==> config.mk <==
export PLATFORM = sky130hd
export DESIGN_NAME = conv_ctrl_flat
export DESIGN_NICKNAME = d
export VERILOG_FILES = /design/src/rtl/conv_ctrl_if.sv /design/src/rtl/conv_ctrl.sv /design/src/flat_wrapper.sv
export SDC_FILE = /design/constraint.sdc
export NUM_CORES = 1
export LEC_CHECK = 0
export ABC_AREA = 1
export ABC_CLOCK_PERIOD_IN_PS = 2900
export CORE_MARGIN = 1
export CORE_UTILIZATION = 45
export DETAILED_ROUTE_END_ITERATION = 10
export PLACE_DENSITY = 0.9
export SETUP_SLACK_MARGIN = 0.1
export SYNTH_ARGS = -nofsm -noshare
export SYNTH_HDL_FRONTEND = slang
export SYNTH_SLANG_ARGS = --single-unit
export TNS_END_PERCENT = 50
==> constraint.sdc <==
create_clock -name clk -period 2.9 [get_ports clk]
set_clock_uncertainty 0.1 [all_clocks]
set_input_delay 0.435 -clock clk [delete_from_list [all_inputs] [get_ports clk]]
set_output_delay 0.435 -clock clk [all_outputs]
set_load 0.005 [all_outputs]
==> src/rtl/conv_ctrl_if.sv <==
// Result port of the convolution controller: one finished sum per valid/ready handshake.
`timescale 1ns/1ps
interface conv_ctrl_if #(
  parameter int X_AW = 5
);
  logic [17:0]     y_data;
  logic [X_AW-1:0] y_idx;
  logic            y_valid;
  logic            y_ready;

  // A result transfers on a cycle where y_valid & y_ready are both high. y_valid
  // never drops and y_data/y_idx never change until that transfer happens.
  modport master (output y_data, output y_idx, output y_valid, input y_ready);
  modport slave  (input y_data, input y_idx, input y_valid, output y_ready);
endinterface

==> src/rtl/conv_ctrl.sv <==
// Sequencer for the 1-D convolution datapath: walks i over valid outputs and j over
// taps, drives memory reads, the multiplier/accumulator enables and the result port.
`timescale 1ns/1ps
module conv_ctrl #(
  parameter int X_AW = 5,
  parameter int F_AW = 3
) (
  input  logic            clk,
  input  logic            reset,
  input  logic            start,
  input  logic [X_AW:0]   x_len,
  input  logic [F_AW:0]   f_len,
  output logic            x_rd_en,
  output logic [X_AW-1:0] x_addr,
  output logic            f_rd_en,
  output logic [F_AW-1:0] f_addr,
  output logic            mul_en,
  output logic            clear_acc,
  output logic            en_acc,
  input  logic [17:0]     acc_data_i,
  conv_ctrl_if.master     y_if,
  output logic            busy,
  output logic            done,
  output logic            err,
  output logic [2:0]      dbg_state_o
);

  typedef enum logic [2:0] {
    S_IDLE  = 3'd0,
    S_ISSUE = 3'd1,
    S_DRAIN = 3'd2,
    S_OUT   = 3'd3,
    S_DONE  = 3'd4
  } state_e;

  state_e          state_q, state_d;
  logic [X_AW:0]   n_q, n_d;
  logic [F_AW:0]   m_q, m_d;
  logic [X_AW-1:0] i_q, i_d;
  logic [F_AW-1:0] j_q, j_d;
  logic            drain_q, drain_d;
  logic            err_q, err_d;
  logic [1:0]      pipe_q, pipe_d;

  logic bad_len, last_j, last_i, live, issue;

  assign bad_len = (f_len == '0) || (x_len == '0) || ((X_AW+1)'(f_len) > x_len);
  assign last_j  = ((F_AW+1)'(j_q) == (m_q - (F_AW+1)'(1)));
  assign last_i  = (((X_AW+1)'(i_q) + (X_AW+1)'(m_q)) == n_q);

  always_ff @(posedge clk) begin
    if (reset) begin
      state_q <= S_IDLE;
      n_q     <= '0;
      m_q     <= '0;
      i_q     <= '0;
      j_q     <= '0;
      drain_q <= 1'b0;
      err_q   <= 1'b0;
      pipe_q  <= '0;
    end else begin
      state_q <= state_d;
      n_q     <= n_d;
      m_q     <= m_d;
      i_q     <= i_d;
      j_q     <= j_d;
      drain_q <= drain_d;
      err_q   <= err_d;
      pipe_q  <= pipe_d;
    end
  end

  always_comb begin
    state_d = state_q;
    n_d     = n_q;
    m_d     = m_q;
    i_d     = i_q;
    j_d     = j_q;
    drain_d = drain_q;
    err_d   = err_q;
    // Bit 0 marks memory data valid, bit 1 marks product valid.
    pipe_d  = {pipe_q[0], state_q == S_ISSUE};
    case (state_q)
      S_IDLE: begin
        if (start) begin
          n_d = x_len;
          m_d = f_len;
          i_d = '0;
          j_d = '0;
          if (bad_len) begin
            err_d   = 1'b1;
            state_d = S_DONE;
          end else begin
            state_d = S_ISSUE;
          end
        end
      end
      S_ISSUE: begin
        if (last_j) begin
          j_d     = '0;
          drain_d = 1'b0;
          state_d = S_DRAIN;
        end else begin
          j_d = j_q + 1'b1;
        end
      end
      S_DRAIN: begin
        if (drain_q) state_d = S_OUT;
        else         drain_d = 1'b1;
      end
      S_OUT: begin
        if (y_if.y_ready) begin
          if (last_i) begin
            i_d     = '0;
            state_d = S_DONE;
          end else begin
            i_d     = i_q + 1'b1;
            state_d = S_ISSUE;
          end
        end
      end
      S_DONE: begin
        err_d   = 1'b0;
        state_d = S_IDLE;
      end
      default: state_d = S_IDLE;
    endcase
  end

  // Outputs are forced low while reset is held so nothing leaks from a discarded run.
  assign live  = !reset;
  assign issue = live && (state_q == S_ISSUE);

  assign x_rd_en   = issue;
  assign f_rd_en   = issue;
  assign x_addr    = issue ? (i_q + X_AW'(j_q)) : '0;
  assign f_addr    = issue ? j_q : '0;
  assign clear_acc = issue && (j_q == '0);
  assign mul_en    = live && pipe_q[0];
  assign en_acc    = live && pipe_q[1];

  assign y_if.y_valid = live && (state_q == S_OUT);
  assign y_if.y_data  = y_if.y_valid ? acc_data_i : '0;
  assign y_if.y_idx   = live ? i_q : '0;

  assign busy        = live && ((state_q == S_ISSUE) || (state_q == S_DRAIN) || (state_q == S_OUT));
  assign done        = live && (state_q == S_DONE);
  assign err         = done && err_q;
  assign dbg_state_o = live ? state_q : S_IDLE;

endmodule
==> src/flat_wrapper.sv <==
// flat-port wrapper written by rule: the top's interface ports become plain ports
module conv_ctrl_flat 
#(
  parameter int X_AW = 5,
  parameter int F_AW = 3
)
  (clk, reset, start, x_len, f_len, x_rd_en, x_addr, f_rd_en, f_addr, mul_en, clear_acc, en_acc, acc_data_i, busy, done, err, dbg_state_o, y_if_y_data, y_if_y_idx, y_if_y_valid, y_if_y_ready);
  conv_ctrl_if #(.X_AW(X_AW)) y_if_i ();
  input  logic clk;
  input  logic reset;
  input  logic start;
  input  logic [X_AW:0] x_len;
  input  logic [F_AW:0] f_len;
  output logic x_rd_en;
  output logic [X_AW-1:0] x_addr;
  output logic f_rd_en;
  output logic [F_AW-1:0] f_addr;
  output logic mul_en;
  output logic clear_acc;
  output logic en_acc;
  input  logic [17:0] acc_data_i;
  output logic busy;
  output logic done;
  output logic err;
  output logic [2:0] dbg_state_o;
  output wire logic [$bits(y_if_i.y_data)-1:0] y_if_y_data;
  output wire logic [$bits(y_if_i.y_idx)-1:0] y_if_y_idx;
  output wire logic [$bits(y_if_i.y_valid)-1:0] y_if_y_valid;
  input wire logic [$bits(y_if_i.y_ready)-1:0] y_if_y_ready;
  assign y_if_y_data = y_if_i.y_data;
  assign y_if_y_idx = y_if_i.y_idx;
  assign y_if_y_valid = y_if_i.y_valid;
  assign y_if_i.y_ready = y_if_y_ready;
  conv_ctrl #(.X_AW(X_AW), .F_AW(F_AW)) u_core (.clk(clk), .reset(reset), .start(start), .x_len(x_len), .f_len(f_len), .x_rd_en(x_rd_en), .x_addr(x_addr), .f_rd_en(f_rd_en), .f_addr(f_addr), .mul_en(mul_en), .clear_acc(clear_acc), .en_acc(en_acc), .acc_data_i(acc_data_i), .y_if(y_if_i), .busy(busy), .done(done), .err(err), .dbg_state_o(dbg_state_o));
endmodule
==> flow_metrics.env <==
export IMPL_rows=24
export IMPL_worst_slew_pin_slew_ps=315.2
export IMPL_cts_tree="built"
export IMPL_ant_nets=0
export IMPL_ys_warn_count=0
export IMPL_setup_violations=0
export IMPL_crit_path_start_kind="register"
export IMPL_ys_ff_latch=25
export IMPL_hold_path_class="register to register"
export IMPL_yosysTopAreaCell="dfxtp_1"
export IMPL_dieArea_um2=4777
export IMPL_grt_max_degree=19
export IMPL_fin_ws_ps=227.9
export IMPL_cp_top_family="adder cells"
export IMPL_post_cts_setup_buffer_count=0
export IMPL_max_cap_violations=0
export IMPL_synth_area_um2=2027
export IMPL_totalWireLength_um=5193
export IMPL_grt_pass1_vias=2188
export IMPL_vias=2313
export IMPL_slew_viol_final=0
export IMPL_route_detailed_drc=0
export IMPL_vias_per_cell=4.996
export IMPL_hold_depth=2
export IMPL_hold_viol_final=0
export IMPL_fin_hold_ws_ps=344.2
export IMPL_ff2ff_path_depth=12
export IMPL_rr_startpoint="u_core.i_q[0]"
export IMPL_grt_remaining_overflow=0
export IMPL_routedWlPerCell_um=11.22
export IMPL_clockBufferDepth=2
export IMPL_root_buffer="clkbuf_8"
export IMPL_finalCritPeriodShare_pct=92.14
export IMPL_vdd_ir_drop_max_mv=0.2446
export IMPL_grt_total_usage_pct=22.20
export IMPL_critPathBufInv=1
export IMPL_relSlewSlack_pct=78.96
export IMPL_n_antenna_cell=0
export IMPL_clk_pin_slew_worst_paths_ps=100
export IMPL_fillCellCount=354
export IMPL_syn_nets=385
export IMPL_fmax_mhz=374.2
export IMPL_critical_path_class="register to output port"
export IMPL_required_ps=2370
export IMPL_fin_tns_setup_ps=0
export IMPL_layout_common_cells="74 x clkdlybuf4s50_1, 66 x nand2_1, 63 x inv_1"
export IMPL_htree_levels=1
export IMPL_place_congestion=0.9057
export IMPL_multiInputGateArea_um2=1235
export IMPL_dp_final_hpwl_um=4223
export IMPL_rsz0062_at_grt="yes"
export IMPL_min_from="u_core.pipe_q[0]"
export IMPL_r2r_end="u_core.state_q[0]"
export IMPL_pwr_density_cell_nw_per_um2=465.9
export IMPL_synthTopCellsByArea="dfxtp_1 25%, nand2_1 12%, inv_1 12%, nor2_1 10%, ha_1 9.3%"
export IMPL_layout_commonest_cell="clkdlybuf4s50_1"
export IMPL_place_ws_ps=328.1
export IMPL_grt_pass1_wl_um=8825
export IMPL_final_core_util_pct=66.01
export IMPL_syn_area_per_cell_um2=6.033
export IMPL_seqCellArea_um2=501.7
export IMPL_synth_distinct_cells=30
export IMPL_crit_path_max_incr_delay_ps=510
export IMPL_die_h_um=69.12
export IMPL_period_needed_ps=2672
export IMPL_reg2reg_setup_slack_ps=670
export IMPL_arrival_ps=2140
export IMPL_path_max_fanout=4
export IMPL_cpMostUsedCell="a21oi_1"
export IMPL_layout_drive_gt1_share_pct=6.326
export IMPL_yosysSeqAreaShare_pct=24.69
export IMPL_endpoint_kind="output port"
export IMPL_clock_sinks=25
export IMPL_p_leak_nw=1.389
export IMPL_antenna_found_initial=0
export IMPL_core_um2=4354
export IMPL_final_net_count=461
export IMPL_cp_slowest_cell="clkdlybuf4s50_1"
export IMPL_layout_area_overhead_vs_synth_pct=41.79
export IMPL_cts_buffers=3
export IMPL_worstSkewPairLatency_ps=280
export IMPL_ios=75
export IMPL_path_cells="ha_1 -> fa_1 -> nand2_1 -> a21oi_1 -> a21oi_1 -> clkdlybuf4s50_1"
export IMPL_first_pass_iters=4
export IMPL_yosysTopAreaCellShare_pct=24.69
export IMPL_synthCells=336
export IMPL_drtIter0Drc=153
export IMPL_initial_core_util_pct=46.55
export IMPL_hold_path_endpoint="u_core.pipe_q[1]"
export IMPL_status="finished clean"
export IMPL_die_w_um=69.12
export IMPL_portBuffers=74
==> sequential cells by signal, summed over array words and instances, names as in the netlist <==
register	count
u_core.drain_q	1
u_core.err_q	1
u_core.n_q	6
u_core.pipe_q	2
u_core.state_q	3
u_core.i_q	5
u_core.m_q	4
u_core.j_q	3
==> through the flow <==
stage,power (mW),area (µm²),instances
finish,1.339,2874,463
global route,1.444,2874,463
CTS,1.339,2873,463
detailed placement,1.119,2826,459
global placement,1.100,2826,459
floorplan,0.9166,2027,336
==> worst max path at each step <==
stage | from | end | slack [ps] | depth (start not counted)
floorplan | u_core.i_q[0] | u_core.state_q[0] | 900 | 12
global placement | reset | x_addr[3] | 420 | 5
detailed placement | reset | f_addr[1] | 330 | 5
CTS | u_core.state_q[0] | f_addr[1] | 210 | 7
global route | u_core.state_q[0] | f_addr[1] | 90 | 7
finish | u_core.j_q[0] | x_addr[4] | 230 | 6
==> Yosys cell counts <==
master and instances:
nand4_1 7, nor3_2 1, xor2_1 3, nand3b_1 1, xnor2_1 3, buf_4 1
nand2_1 66, nor2_1 54, nor3_1 2, o21bai_1 1, o21ai_1 5, nor2_2 2
nand2_2 5, or2_1 1, nand3_1 22, inv_1 63, o21ai_0 16, nor2_4 1
clkbuf_1 2, ha_1 15, dfxtp_1 25, fa_1 2, nand3_2 1, buf_1 1
a21oi_1 24, buf_2 2, and2_1 1, a31oi_1 1, or2_2 1, inv_2 7
==> where the power goes <==
group	internal (mW)	switching, mW	total [mW]
registers	0.409	0.0620	0.471
clock network	0.0966	0.119	0.215
logic	0.270	0.382	0.653
==> worst min-delay path, delay by kind of cell (launching register included) <==
family,cells,cell delay (ps)
and+or+nand+nor,1,40
buffers and inverters,1,60
DFF,1,310
==> cell type report <==
cell class / instances / area share, %
clock buffer: 3 / 1.437
sequential: 25 / 17.46
timing repair buffer: 77 / 26.56
clock inverter: 1 / 0.1741
multi-input combinational: 235 / 42.97
tap: 52 / 2.264
inverter: 70 / 9.142
==> kinds of logic (layout without fill, tap and decap cells) <==
| kind of cell | Yosys count | after routing | synth area share [%] |
|---|---|---|---|
| AOI/OAI and AO/OA | 47 | 47 | 11.79 |
| xor gates and xnor gates | 6 | 6 | 2.593 |
| adders and majority gates | 17 | 17 | 11.23 |
| buffers and inverters | 76 | 151 | 14.38 |
| DFF | 25 | 25 | 24.69 |
| and+or+nand+nor | 165 | 165 | 35.31 |
==> per-layer routing <==
layer  routed length [µm]  part of all wire, %  up-vias  track usage, %
li1                     -                    -     1194               -
met3                  276                  5.3        5           3.363
met1                 2239                   43     1033           25.61
met4                   74                  1.4        0           7.710
met5                    0                    0        -               0
met2                 2602                   50       81           41.10
==> repair_timing <==
item,in CTS,in global routing
hold buffers,0,0
endpoints found under the setup margin,0,2
gates resized for setup,0,1
(Power assumes the default switching activity.)
